### src/rtl/axis_forwarder.sv
// axis_forwarder
// Claims the packet buffer P3 offers on its fwd port, reads it word by word
// and emits it as AXI-Stream. A credit-limited skid FIFO absorbs P3's
// variable read latency so m_tready backpressure never loses a word.
// Once the last beat has left the FIFO, fwd_done is held until P3 acks.
//
// Ports
//   clk, rst                 clock (rising edge); asynchronous active-low reset
//   rdy_for_fwd / _ack       P3 has a packet / one-cycle claim pulse
//   fwd_addr, fwd_rd_en      word read address and strobe into P3
//   fwd_rd_data(_vld)        read data, returned in issue order
//   fwd_byte_len             packet length in bytes, stable while claimed
//   fwd_done / fwd_done_ack  packet finished (level) / buffer released
//   m_t*                     AXI-Stream master; byte 0 in the top byte lane
module axis_forwarder #(
    parameter int FWD_ADDR_WIDTH = 9,
    parameter int DATA_WIDTH     = 64,
    parameter int PLEN_WIDTH     = 32,
    parameter int FIFO_DEPTH     = 8,
    localparam int KEEP_WIDTH    = DATA_WIDTH / 8
) (
    input  logic                      clk,
    input  logic                      rst,
    input  logic                      rdy_for_fwd,
    output logic                      rdy_for_fwd_ack,
    output logic [FWD_ADDR_WIDTH-1:0] fwd_addr,
    output logic                      fwd_rd_en,
    input  logic [DATA_WIDTH-1:0]     fwd_rd_data,
    input  logic                      fwd_rd_data_vld,
    input  logic [PLEN_WIDTH-1:0]     fwd_byte_len,
    output logic                      fwd_done,
    input  logic                      fwd_done_ack,
    output logic [DATA_WIDTH-1:0]     m_tdata,
    output logic [KEEP_WIDTH-1:0]     m_tkeep,
    output logic                      m_tlast,
    output logic                      m_tvalid,
    input  logic                      m_tready
);
    localparam int PW = (FIFO_DEPTH > 1) ? $clog2(FIFO_DEPTH) : 1;
    localparam int CW = PW + 1;
    localparam int WW = FWD_ADDR_WIDTH + 1;
    localparam int RW = (KEEP_WIDTH > 1) ? $clog2(KEEP_WIDTH) : 1;

    typedef enum logic [2:0] {IDLE, LEN, READ, DRAIN, DONE} state_t;
    state_t state, state_nxt;

    logic [WW-1:0]             words, rd_cnt, push_cnt;
    logic [KEEP_WIDTH-1:0]     last_keep;
    logic [FWD_ADDR_WIDTH-1:0] addr;
    logic [CW-1:0]             in_flight, count;
    logic [PW-1:0]             wr_ptr, rd_ptr;

    logic [DATA_WIDTH-1:0]     mem_data [FIFO_DEPTH];
    logic [KEEP_WIDTH-1:0]     mem_keep [FIFO_DEPTH];
    logic                      mem_last [FIFO_DEPTH];

    // Length decode, used in LEN while fwd_byte_len is stable.
    logic [PLEN_WIDTH:0]   words_full;
    logic [RW-1:0]         rem;
    logic                  trunc;
    logic [WW-1:0]         words_n;
    logic [KEEP_WIDTH-1:0] keep_n;

    always_comb begin
        words_full = ({1'b0, fwd_byte_len} + (PLEN_WIDTH+1)'(KEEP_WIDTH - 1))
                     / (PLEN_WIDTH+1)'(KEEP_WIDTH);
        rem        = RW'(fwd_byte_len % PLEN_WIDTH'(KEEP_WIDTH));
        trunc      = words_full > (PLEN_WIDTH+1)'(2**FWD_ADDR_WIDTH);
        words_n    = trunc ? WW'(2**FWD_ADDR_WIDTH) : WW'(words_full);
        keep_n     = (rem == '0 || trunc) ? {KEEP_WIDTH{1'b1}}
                                          : ~({KEEP_WIDTH{1'b1}} >> rem);
    end

    logic fifo_empty, push, pop, credit_ok, rd_issue;

    assign fifo_empty = (count == '0);
    assign pop        = !fifo_empty && m_tready;
    // A vld with nothing outstanding is a P3 protocol error; drop it.
    assign push       = fwd_rd_data_vld && (in_flight != '0);
    // Every issued read is guaranteed a FIFO slot when its data returns.
    assign credit_ok  = ({1'b0, in_flight} + {1'b0, count}) < (CW+1)'(FIFO_DEPTH);
    assign rd_issue   = (state == READ) && credit_ok;

    always_comb begin
        state_nxt = state;
        case (state)
            IDLE:    if (rdy_for_fwd) state_nxt = LEN;
            LEN:     state_nxt = (words_n == '0) ? DONE : READ;
            READ:    if (rd_issue && (rd_cnt + WW'(1)) == words) state_nxt = DRAIN;
            DRAIN:   if (in_flight == '0 && fifo_empty) state_nxt = DONE;
            DONE:    if (fwd_done_ack) state_nxt = IDLE;
            default: state_nxt = IDLE;
        endcase
    end

    always_ff @(posedge clk or negedge rst) begin
        if (!rst) begin
            state     <= IDLE;
            words     <= '0;
            last_keep <= '0;
            addr      <= '0;
            rd_cnt    <= '0;
            push_cnt  <= '0;
            in_flight <= '0;
            count     <= '0;
            wr_ptr    <= '0;
            rd_ptr    <= '0;
        end else begin
            state <= state_nxt;
            if (state == LEN) begin
                words     <= words_n;
                last_keep <= keep_n;
                addr      <= '0;
                rd_cnt    <= '0;
                push_cnt  <= '0;
            end
            if (rd_issue) begin
                addr   <= addr + FWD_ADDR_WIDTH'(1);
                rd_cnt <= rd_cnt + WW'(1);
            end
            if (rd_issue && !push)      in_flight <= in_flight + CW'(1);
            else if (!rd_issue && push) in_flight <= in_flight - CW'(1);
            if (push) begin
                wr_ptr   <= wr_ptr + PW'(1);
                push_cnt <= push_cnt + WW'(1);
            end
            if (pop) rd_ptr <= rd_ptr + PW'(1);
            if (push && !pop)      count <= count + CW'(1);
            else if (pop && !push) count <= count - CW'(1);
        end
    end

    // Beat position is resolved on push so the FIFO head carries its own
    // keep/last and stays stable under backpressure.
    always_ff @(posedge clk) begin
        if (push) begin
            mem_data[wr_ptr] <= fwd_rd_data;
            mem_last[wr_ptr] <= (push_cnt + WW'(1)) == words;
            mem_keep[wr_ptr] <= ((push_cnt + WW'(1)) == words) ? last_keep
                                                               : {KEEP_WIDTH{1'b1}};
        end
    end

    // Claim is combinational from IDLE; rst gating keeps it low while the
    // block is held in reset even if P3 is already offering.
    assign rdy_for_fwd_ack = (state == IDLE) && rdy_for_fwd && rst;
    assign fwd_rd_en       = rd_issue;
    assign fwd_addr        = addr;
    assign fwd_done        = (state == DONE);
    assign m_tvalid        = !fifo_empty;
    assign m_tdata         = fifo_empty ? '0 : mem_data[rd_ptr];
    assign m_tkeep         = fifo_empty ? '0 : mem_keep[rd_ptr];
    assign m_tlast         = fifo_empty ? 1'b0 : mem_last[rd_ptr];

endmodule

### config.mk
export PLATFORM = sky130hd
export DESIGN_NAME = axis_forwarder
export DESIGN_NICKNAME = d
export VERILOG_FILES = /design/src/rtl/axis_forwarder.sv
export SDC_FILE = /design/constraint.sdc
export NUM_CORES = 1
export LEC_CHECK = 0
export ABC_AREA = 0
export CAP_MARGIN = 30
export CORE_MARGIN = 2
export CORE_UTILIZATION = 51
export DETAILED_ROUTE_END_ITERATION = 7
export PLACE_DENSITY = 0.7
export SYNTH_ARGS = -nofsm -noshare
export SYNTH_HDL_FRONTEND = slang
export SYNTH_SLANG_ARGS = --single-unit
export TNS_END_PERCENT = 30
### constraint.sdc
create_clock -name clk -period 20.2 [get_ports clk]
set_clock_uncertainty 0.2 [all_clocks]
set_input_delay 6.06 -clock clk [delete_from_list [all_inputs] [get_ports clk]]
set_output_delay 6.06 -clock clk [all_outputs]
set_load 0.1 [all_outputs]
# Word level (Yosys, flattened, before mapping)
# Memories as Yosys holds them, arrays and structs flattened.
# Index checks and enable logic that the tools add are counted.
word_totals:
  rom_bits: 0
  reg_bits: 64
  input_bits: 102
  out_inout_bits: 86
  word_cells: 88
  n_memories: 3
  latchBits: 0
  ramBits: 584
memory_table:
  columns: ["memory", "words", "width", "rd", "rd_clocked_by_memory_dff", "write_ports", "line_no", "rtl"]
  rows:
  - ["mem_data", 8, 64, 1, 0, 1, "53", "logic [DATA_WIDTH-1:0] mem_data [FIFO_DEPTH];"]
  - ["mem_keep", 8, 8, 1, 0, 1, "54", "logic [KEEP_WIDTH-1:0] mem_keep [FIFO_DEPTH];"]
  - ["mem_last", 8, 1, 1, 0, 1, "55", "logic mem_last [FIFO_DEPTH];"]
op_classes:
  div_mod_pow: 0
  bitwise: 1
  shift: 1
  add_sub_neg: 11
  n_lt_le_gt_ge: 2
  n_reduce_logical: 27
  mux: 23
  n_mul: 0
  n_eq_ne: 10
ops:
  columns: ["cell", "n"]
  rows:
  - ["64-bit 2-to-1 mux", 1]
  - ["10-bit 2-to-1 mux", 4]
  - ["32-bit by 3-bit adder with 33-bit output, second input constant", 1]
  - ["30-bit by 10-bit > comparator with 1-bit output, second input constant", 1]
  - ["8-bit 2-to-1 mux", 3]
  - ["10-bit by 1-bit adder with 10-bit output, second input constant", 2]
  - ["10-bit == test", 2]
  - ["9-bit 2-to-1 mux", 2]
  - ["4-bit 2-to-1 mux", 4]
  - ["3-bit 2-to-1 mux", 5]
  - ["3-bit one-hot mux with 5 select lines", 1]
  - ["1-bit logical AND", 11]
  - ["10-bit logical NOT", 1]
  - ["9-bit by 1-bit adder with 9-bit output, second input constant", 1]
  - ["4-bit by 1-bit adder with 4-bit output, second input constant", 2]
  - ["4-bit logical NOT", 2]
  - ["8-bit inverter", 1]
  - ["2-bit nonzero test", 4]
  - ["8-bit by 3-bit >> shifter with 8-bit output, first input constant", 1]
  - ["4-bit by 1-bit subtractor with 4-bit output, second input constant", 2]
  - ["3-bit by 1-bit adder with 3-bit output, second input constant", 2]
  - ["3-bit by 2-bit == test with 1-bit output, second input constant", 2]
  - ["3-bit logical NOT", 2]
  - ["4-bit by 4-bit adder with 5-bit output", 1]
  - ["10 further kinds", 17]

# Logic depth before layout (Yosys ltp)
# Gate-level depths: netlist of run 1.
logic_depth:
  word_depth: 7
  ltp_mapped: 14
  mapped_depth_nobuf: 13

# Worst setup path after synthesis of run 1
# OpenSTA, ideal clock, no wires.
synth_timing:
  path_kind: "input to register"
  from: "in fwd_rd_data_vld"
  to: "mem mem_data[0][0] (enable)"
  setup_ps: 684
  t_arrival_ps: 13247
  n_path_buf: 1
  path_slack_ps: 6069
  path_stages: 3
  t_required_ps: 19316
  cell_sequence: "nand2_1 > clkbuf_1 > nor4_1"
synth_between:
  elab_chain_cells: 3
synth_rtl:
  columns: ["element", "line_no", "rtl"]
  rows:
  - ["start, declared", "29", "input logic fwd_rd_data_vld,"]
  - ["1-bit logical AND", "79", "assign push = fwd_rd_data_vld && (in_flight != '0);"]
  - ["1-bit 2-to-1 mux", "136", "if (push) begin"]
  - ["1-bit 2-to-1 mux (implied by the code)", "137", "mem_data[wr_ptr] <= fwd_rd_data;"]
  - ["end, declared", "53", null]
# Every way passes these cells.

# Worst setup path in the final report of run 1
layout_timing:
  from: "in rdy_for_fwd"
  to: "out rdy_for_fwd_ack"
layout_between:
  elab_chain_cells: 2
layout_rtl:
  columns: ["element", "line_no", "rtl"]
  rows:
  - ["start, declared", "24", "input logic rdy_for_fwd,"]
  - ["1-bit logical AND (2 in series)", "146", "assign rdy_for_fwd_ack = (state == IDLE) && rdy_for_fwd && rst;"]
  - ["end, declared", "25", "output logic rdy_for_fwd_ack,"]
# Every way passes these cells.

==> flow_summary.ini, run 1 <==
[clocking]
cts_tree = done
clkTransAtPathRegs_ns = 0.06
clkLatencyLatePin_ns = 0.61
post_cts_buffers = 0
cts_sinks = 648
holdBufCountCts = 0
clockBufferDepth = 3
ctsResizeCount = 0
htree_levels = 2
cts_buffers = 61
cts_root_buf = clkbuf_16

[pwr]
peakVddDrop_mv = 0.142
finalPower_w = 0.00525
power_density_nw_per_um2 = 167
power.leakage_nw = 10.3

[synthesis]
synth_cell_type_count = 60
yosys_most_used_dff = edfxtp_1
yosys.area.top_type = edfxtp_1
yosysSeqAreaShare_pct = 72.4
synth_top_area_share_pct = 66.3
synthCells = 1436
synth-edff-count = 584
ys_ff_latch = 648
netlist_area_um2 = 26400
async_flop_share_pct = 9.88
syn_avg_cell_area_um2 = 18.4
synth_area_leaders = edfxtp_1, mux4_2, dfrtp_1
synth_fp_nets = 1554
yosys_warnings = 0

[floorplan]
io_pins = 188
start_util_pct = 51.5
die_x_um = 232
dieArea_um2 = 53700
chipHeight_um = 232
rows = 83
coreArea_um2 = 51300

[critical_path]
crit_path_start_kind = input port
worstPathMaxFanout = 2
worstPathArrival_ns = 7.95
path_class = in -> out
worstPathRequired_ns = 13.94
crit_top_cell = clkdlybuf4s50_1
crit_path_end_kind = output pin
cp_cell_sequence = clkdlybuf4s50_1 > nor2b_1 > and3_1 > clkdlybuf4s50_1
crit_slowest_cell = clkdlybuf4s50_1
cp_slowest_stage_delay_ns = 1.12

[grt]
grt_pass1_wl_mm = 82.4
gr-total-overflow = 0
grt_max_degree = 65
grt_pass1_vias = 14300
antenna_found_initial = 2
grt.total_usage_pct = 20.2

[final_layout]
nFillCells = 3651
syn_to_final_growth_pct = 18.5
layout_commonest_cell = edfxtp_1
drive_above_1_share_pct = 17.7
nets = 1768
mostFrequentLayoutCells = edfxtp_1, clkdlybuf4s50_1, mux4_2, nor2_1, mux2i_1

[timing]
finalSetupViolCount = 0
fin_crit_ns = 14.21
max_freq_mhz = 70.4
finalHoldViolCount = 0
tns_ns = 0
rsz0062_at_grt = no
fin_crit_sh_pct = 70.4
worst_slew_pin_slew_ns = 1.03
maxSlewViolCount = 0
relSlewSlack_pct = 31.3

[run_status]
status = finished, final reports clean

[detailed_routing]
via_per_inst = 5.74
ant_nets = 0
wl_per_cell_um = 22.4
drtIter0Drc = 1001
drc = 0
wl_mm = 53.2
vias = 13700
dr.pass1.iters = 7

[place]
gp_congestion = 0.850
numPortBuffers = 187
dp_hpwl_mm = 30.0

[job]
maxCapViolCount = 0

[hold_path]
hp-class = reg -> reg
[per-stage QoR]
stage	util (%)	hold WS, ns	instances	setup slack (ns)	cell area, µm²
after detailed placement	57.4	0.275	2267	5.98	29400
after global routing	61.1	0.323	2380	5.90	31300
after global placement	56.7	0.258	2255	5.94	29100
after floorplan	-	0.226	1436	6.07	26400
final	61.1	0.291	2380	5.99	31300
after CTS	61.1	0.298	2379	5.97	31300
[cell usage after synthesis, types with 3 or more instances]
cell type / n
a21o_1: 3
a21oi_1: 14
a22o_1: 10
a31o_1: 3
a31oi_1: 6
and2_1: 3
and3_1: 16
and4_1: 3
buf_1: 21
buf_2: 4
buf_6: 3
clkbuf_1: 44
dfrtp_1: 64
edfxtp_1: 584
ha_1: 14
inv_1: 11
mux2_2: 3
mux2i_1: 73
mux4_2: 146
nand2_1: 56
nand2b_1: 5
nand3_1: 27
nand4_1: 13
nor2_1: 118
nor2b_1: 5
nor3_1: 16
nor3b_1: 3
nor4_1: 7
o21ai_0: 55
o31ai_1: 7
or2_1: 4
or2_2: 5
or3_1: 3
xnor2_1: 31
xor2_1: 25
[kinds of logic (layout without fill, tap and decap cells)]
logic type / count (synthesis) / count (layout) / synth area share [%]
buf+inv: 85 / 348 / 1.33
other cells: 0 / 1 / 0
compound gates: 112 / 112 / 2.78
xor+xnor: 56 / 56 / 1.86
simple gates: 297 / 297 / 5.50
fa+ha+maj: 16 / 16 / 0.814
mux: 222 / 222 / 15.3
flops: 648 / 648 / 72.4
[registers in the layout (all words and copies together), names as in the netlist]
name and count:
mem_data 512, mem_keep 64, push_cnt 10, rd_cnt 10, words 10, fwd_addr 9, last_keep 8, mem_last 8
count 4, in_flight 4, rd_ptr 3, state 3, wr_ptr 3
[area by class of cell]
class	count	area (µm²)	area share (%)
Clock buffer	79	1620	5.15
Inverter	12	45.0	0.144
Sequential cell	648	19100	61.1
Tap cell	680	851	2.72
Clock inverter	33	292	0.930
Multi-Input combinational cell	703	7000	22.3
Timing Repair Buffer	224	2380	7.59
Antenna cell	1	2.50	0.00799
[path summary, 6_finish.rpt]
path	slack [ns]	to	start	depth (start not counted)
min in group asynchronous	5.53	fwd_addr[8]	rst	2
setup reg to reg	16.04	in_flight[3]	count[1]	13
hold reg to reg	0.29	fwd_addr[8]	fwd_addr[8]	1
hold / removal	0.29	fwd_addr[8]	fwd_addr[8]	1
setup / recovery	5.99	rdy_for_fwd_ack	rdy_for_fwd	4
max in group asynchronous	13.65	rd_ptr[1]	rst	2
[critical path: cells and delay by family]
family | cells | cell delay, ns
AND/OR/NAND/NOR | 2 | 0.32
buffers and inverters | 2 | 1.56
[routing by layer]
metal / share of wire, % / vias to the layer above / global-route usage, %
met3: 5.3 / 72 / 3.83
met4: 2.0 / 2 / 5.11
met1: 42 / 7080 / 26.9
met5: 0.015 / - / 0
li1: - / 6173 / -
met2: 51 / 343 / 34.5
[power breakdown]
part / internal, W / switching, W / total (W) / leakage [nW]
registers: 0.00166 / 0.000122 / 0.00178 / 5.89
clock network: 0.000625 / 0.000467 / 0.00109 / 0.934
logic: 0.000757 / 0.00162 / 0.00238 / 3.50
(Power assumes the default switching activity.)
==> run 2: changes to the inputs <==
- clock period: 20.2 -> 13.8 ns (I/O delays scaled with it)
==> run 2 against run 1 <==
Sequential share of layout area fell by 0.41 points. Flip-flop and latch count stayed put. Clock power increased by 57%. Non-clock buffer count grew 1. Clock-buffer cell count is 3 lower. Critical path depth did not move. Core utilization rose by 0.41 points. Sequential power up 45%. Cell area is 0.67% higher. Critical path type unchanged. Critical endpoint unchanged. Largest power group unchanged.
==> flow_summary.ini, run 2 (synthesis results as in run 1) <==
[grt]
grt_pass1_vias = 14200
antenna_found_initial = 2
grt_pass1_wl_mm = 82.1
grt.total_usage_pct = 20.2
grt_max_degree = 105
gr-total-overflow = 0

[detailed_routing]
via_per_inst = 5.75
drc = 0
dr.pass1.iters = 5
ant_nets = 0
wl_per_cell_um = 22.3
wl_mm = 53.1
drtIter0Drc = 1104
vias = 13700

[floorplan]
coreArea_um2 = 51300
io_pins = 188
start_util_pct = 51.5
chipHeight_um = 232
dieArea_um2 = 53700
die_x_um = 232
rows = 83

[pwr]
finalPower_w = 0.00780
power_density_nw_per_um2 = 247
peakVddDrop_mv = 0.174
power.leakage_nw = 10.4

[timing]
max_freq_mhz = 96.2
fin_crit_ns = 10.40
finalSetupViolCount = 0
maxSlewViolCount = 0
rsz0062_at_grt = no
tns_ns = 0
finalHoldViolCount = 0
worst_slew_pin_slew_ns = 1.02
fin_crit_sh_pct = 75.3
relSlewSlack_pct = 32.0

[clocking]
cts_sinks = 648
post_cts_buffers = 0
ctsResizeCount = 0
cts_buffers = 67
clockBufferDepth = 3
clkLatencyLatePin_ns = 0.57
holdBufCountCts = 0
cts_tree = done
clkTransAtPathRegs_ns = 0.06
cts_root_buf = clkbuf_16
htree_levels = 3

[run_status]
status = finished, final reports clean

[final_layout]
syn_to_final_growth_pct = 19.3
drive_above_1_share_pct = 18.2
nets = 1775
layout_commonest_cell = edfxtp_1
largest_reg_flops = 512
mostFrequentLayoutCells = edfxtp_1, clkdlybuf4s50_1, mux4_2, nor2_1, mux2i_1
reg.largest.list = mem_data: 512 flops, mem_keep: 64 flops
regMostFlops = mem_data

[critical_path]
cp-endpoint = rdy_for_fwd_ack
cp.depth = 4
crit_top_cell = clkdlybuf4s50_1
reg2reg_to = in_flight[3]
r2r-start = count[1]
cp_cell_sequence = clkdlybuf4s50_1 > nor2b_1 > and3_1 > clkdlybuf4s50_1
crit_slowest_cell = clkdlybuf4s50_1
crit_family = buffers and inverters
crit_path_end_kind = output pin
worstRegToRegCells = 13
worstPathMaxFanout = 2
cp.buffers_inverters = 2
cp_slowest_stage_delay_ns = 1.13
worstPathRequired_ns = 9.46
path_class = in -> out
worstPathArrival_ns = 6.06
regToRegSetupSlack_ns = 9.69
crit_path_start_kind = input port
cp-startpoint = rdy_for_fwd

[place]
gp_congestion = 0.853
dp_hpwl_mm = 29.7
numPortBuffers = 187

[hold_path]
hp-class = reg -> reg

[job]
maxCapViolCount = 0
## run 2: changes by cell type in the layout (fill, tap and decap cells not counted), moves of 2 or more
| cell | delta |
|---|---|
| inv_6 | +2 |
| clkinv_1 | +5 |
| buf_16 | +2 |
| clkbuf_16 | +7 |
| clkbuf_1 | -10 |
## run 2: area by class of cell
| cell class | instances | area, µm² |
|---|---|---|
| fillers | 3698 | 19800 |
| flip-flops and latches | 648 | 19100 |
| multi-input cells | 703 | 7000 |
| repair buffers | 225 | 2420 |
| clock buffers | 76 | 1750 |
| well taps | 680 | 851 |
| clock inverters | 40 | 318 |
| inverters | 12 | 45.0 |
| diodes | 1 | 2.50 |
## run 2: metrics by stage
stage | std cells | hold WS (ns) | instance area (µm²) | worst slack [ns] | util (%)
after floorplan | 1436 | 0.226 | 26400 | 1.59 | -
after global placement | 2255 | 0.248 | 29100 | 3.37 | 56.8
after detailed placement | 2266 | 0.262 | 29400 | 3.40 | 57.3
after CTS | 2382 | 0.293 | 31500 | 3.40 | 61.4
after global routing | 2385 | 0.310 | 31500 | 3.34 | 61.5
final | 2385 | 0.295 | 31500 | 3.40 | 61.5
## run 2: how the worst min path moves through the flow
stage | from | to | slack (ns) | depth (start not counted)
2_1_floorplan | last_keep[7] | last_keep[7] | 0.23 | 1
5_1_grt | last_keep[7] | last_keep[7] | 0.31 | 1
3_5_place_dp | last_keep[7] | last_keep[7] | 0.26 | 1
6_report | last_keep[7] | last_keep[7] | 0.30 | 1
4_1_cts | last_keep[7] | last_keep[7] | 0.29 | 1
3_3_place_gp | last_keep[7] | last_keep[7] | 0.25 | 1
## run 2: metal layers
metal / GRT usage, % / up-vias / routed length, µm
met5: 0 / - / 16
met4: 6.15 / 2 / 932
met3: 3.59 / 67 / 2750
met2: 33.7 / 349 / 26600
met1: 27.5 / 7101 / 22800
li1: - / 6186 / -
## run 2: where the power goes
part / internal, W / total (W) / switching (W)
Combinational: 0.00113 / 0.00352 / 0.00239
Clock: 0.00100 / 0.00171 / 0.000706
Sequential: 0.00242 / 0.00258 / 0.000153
Total: 0.00456 / 0.00780 / 0.00325
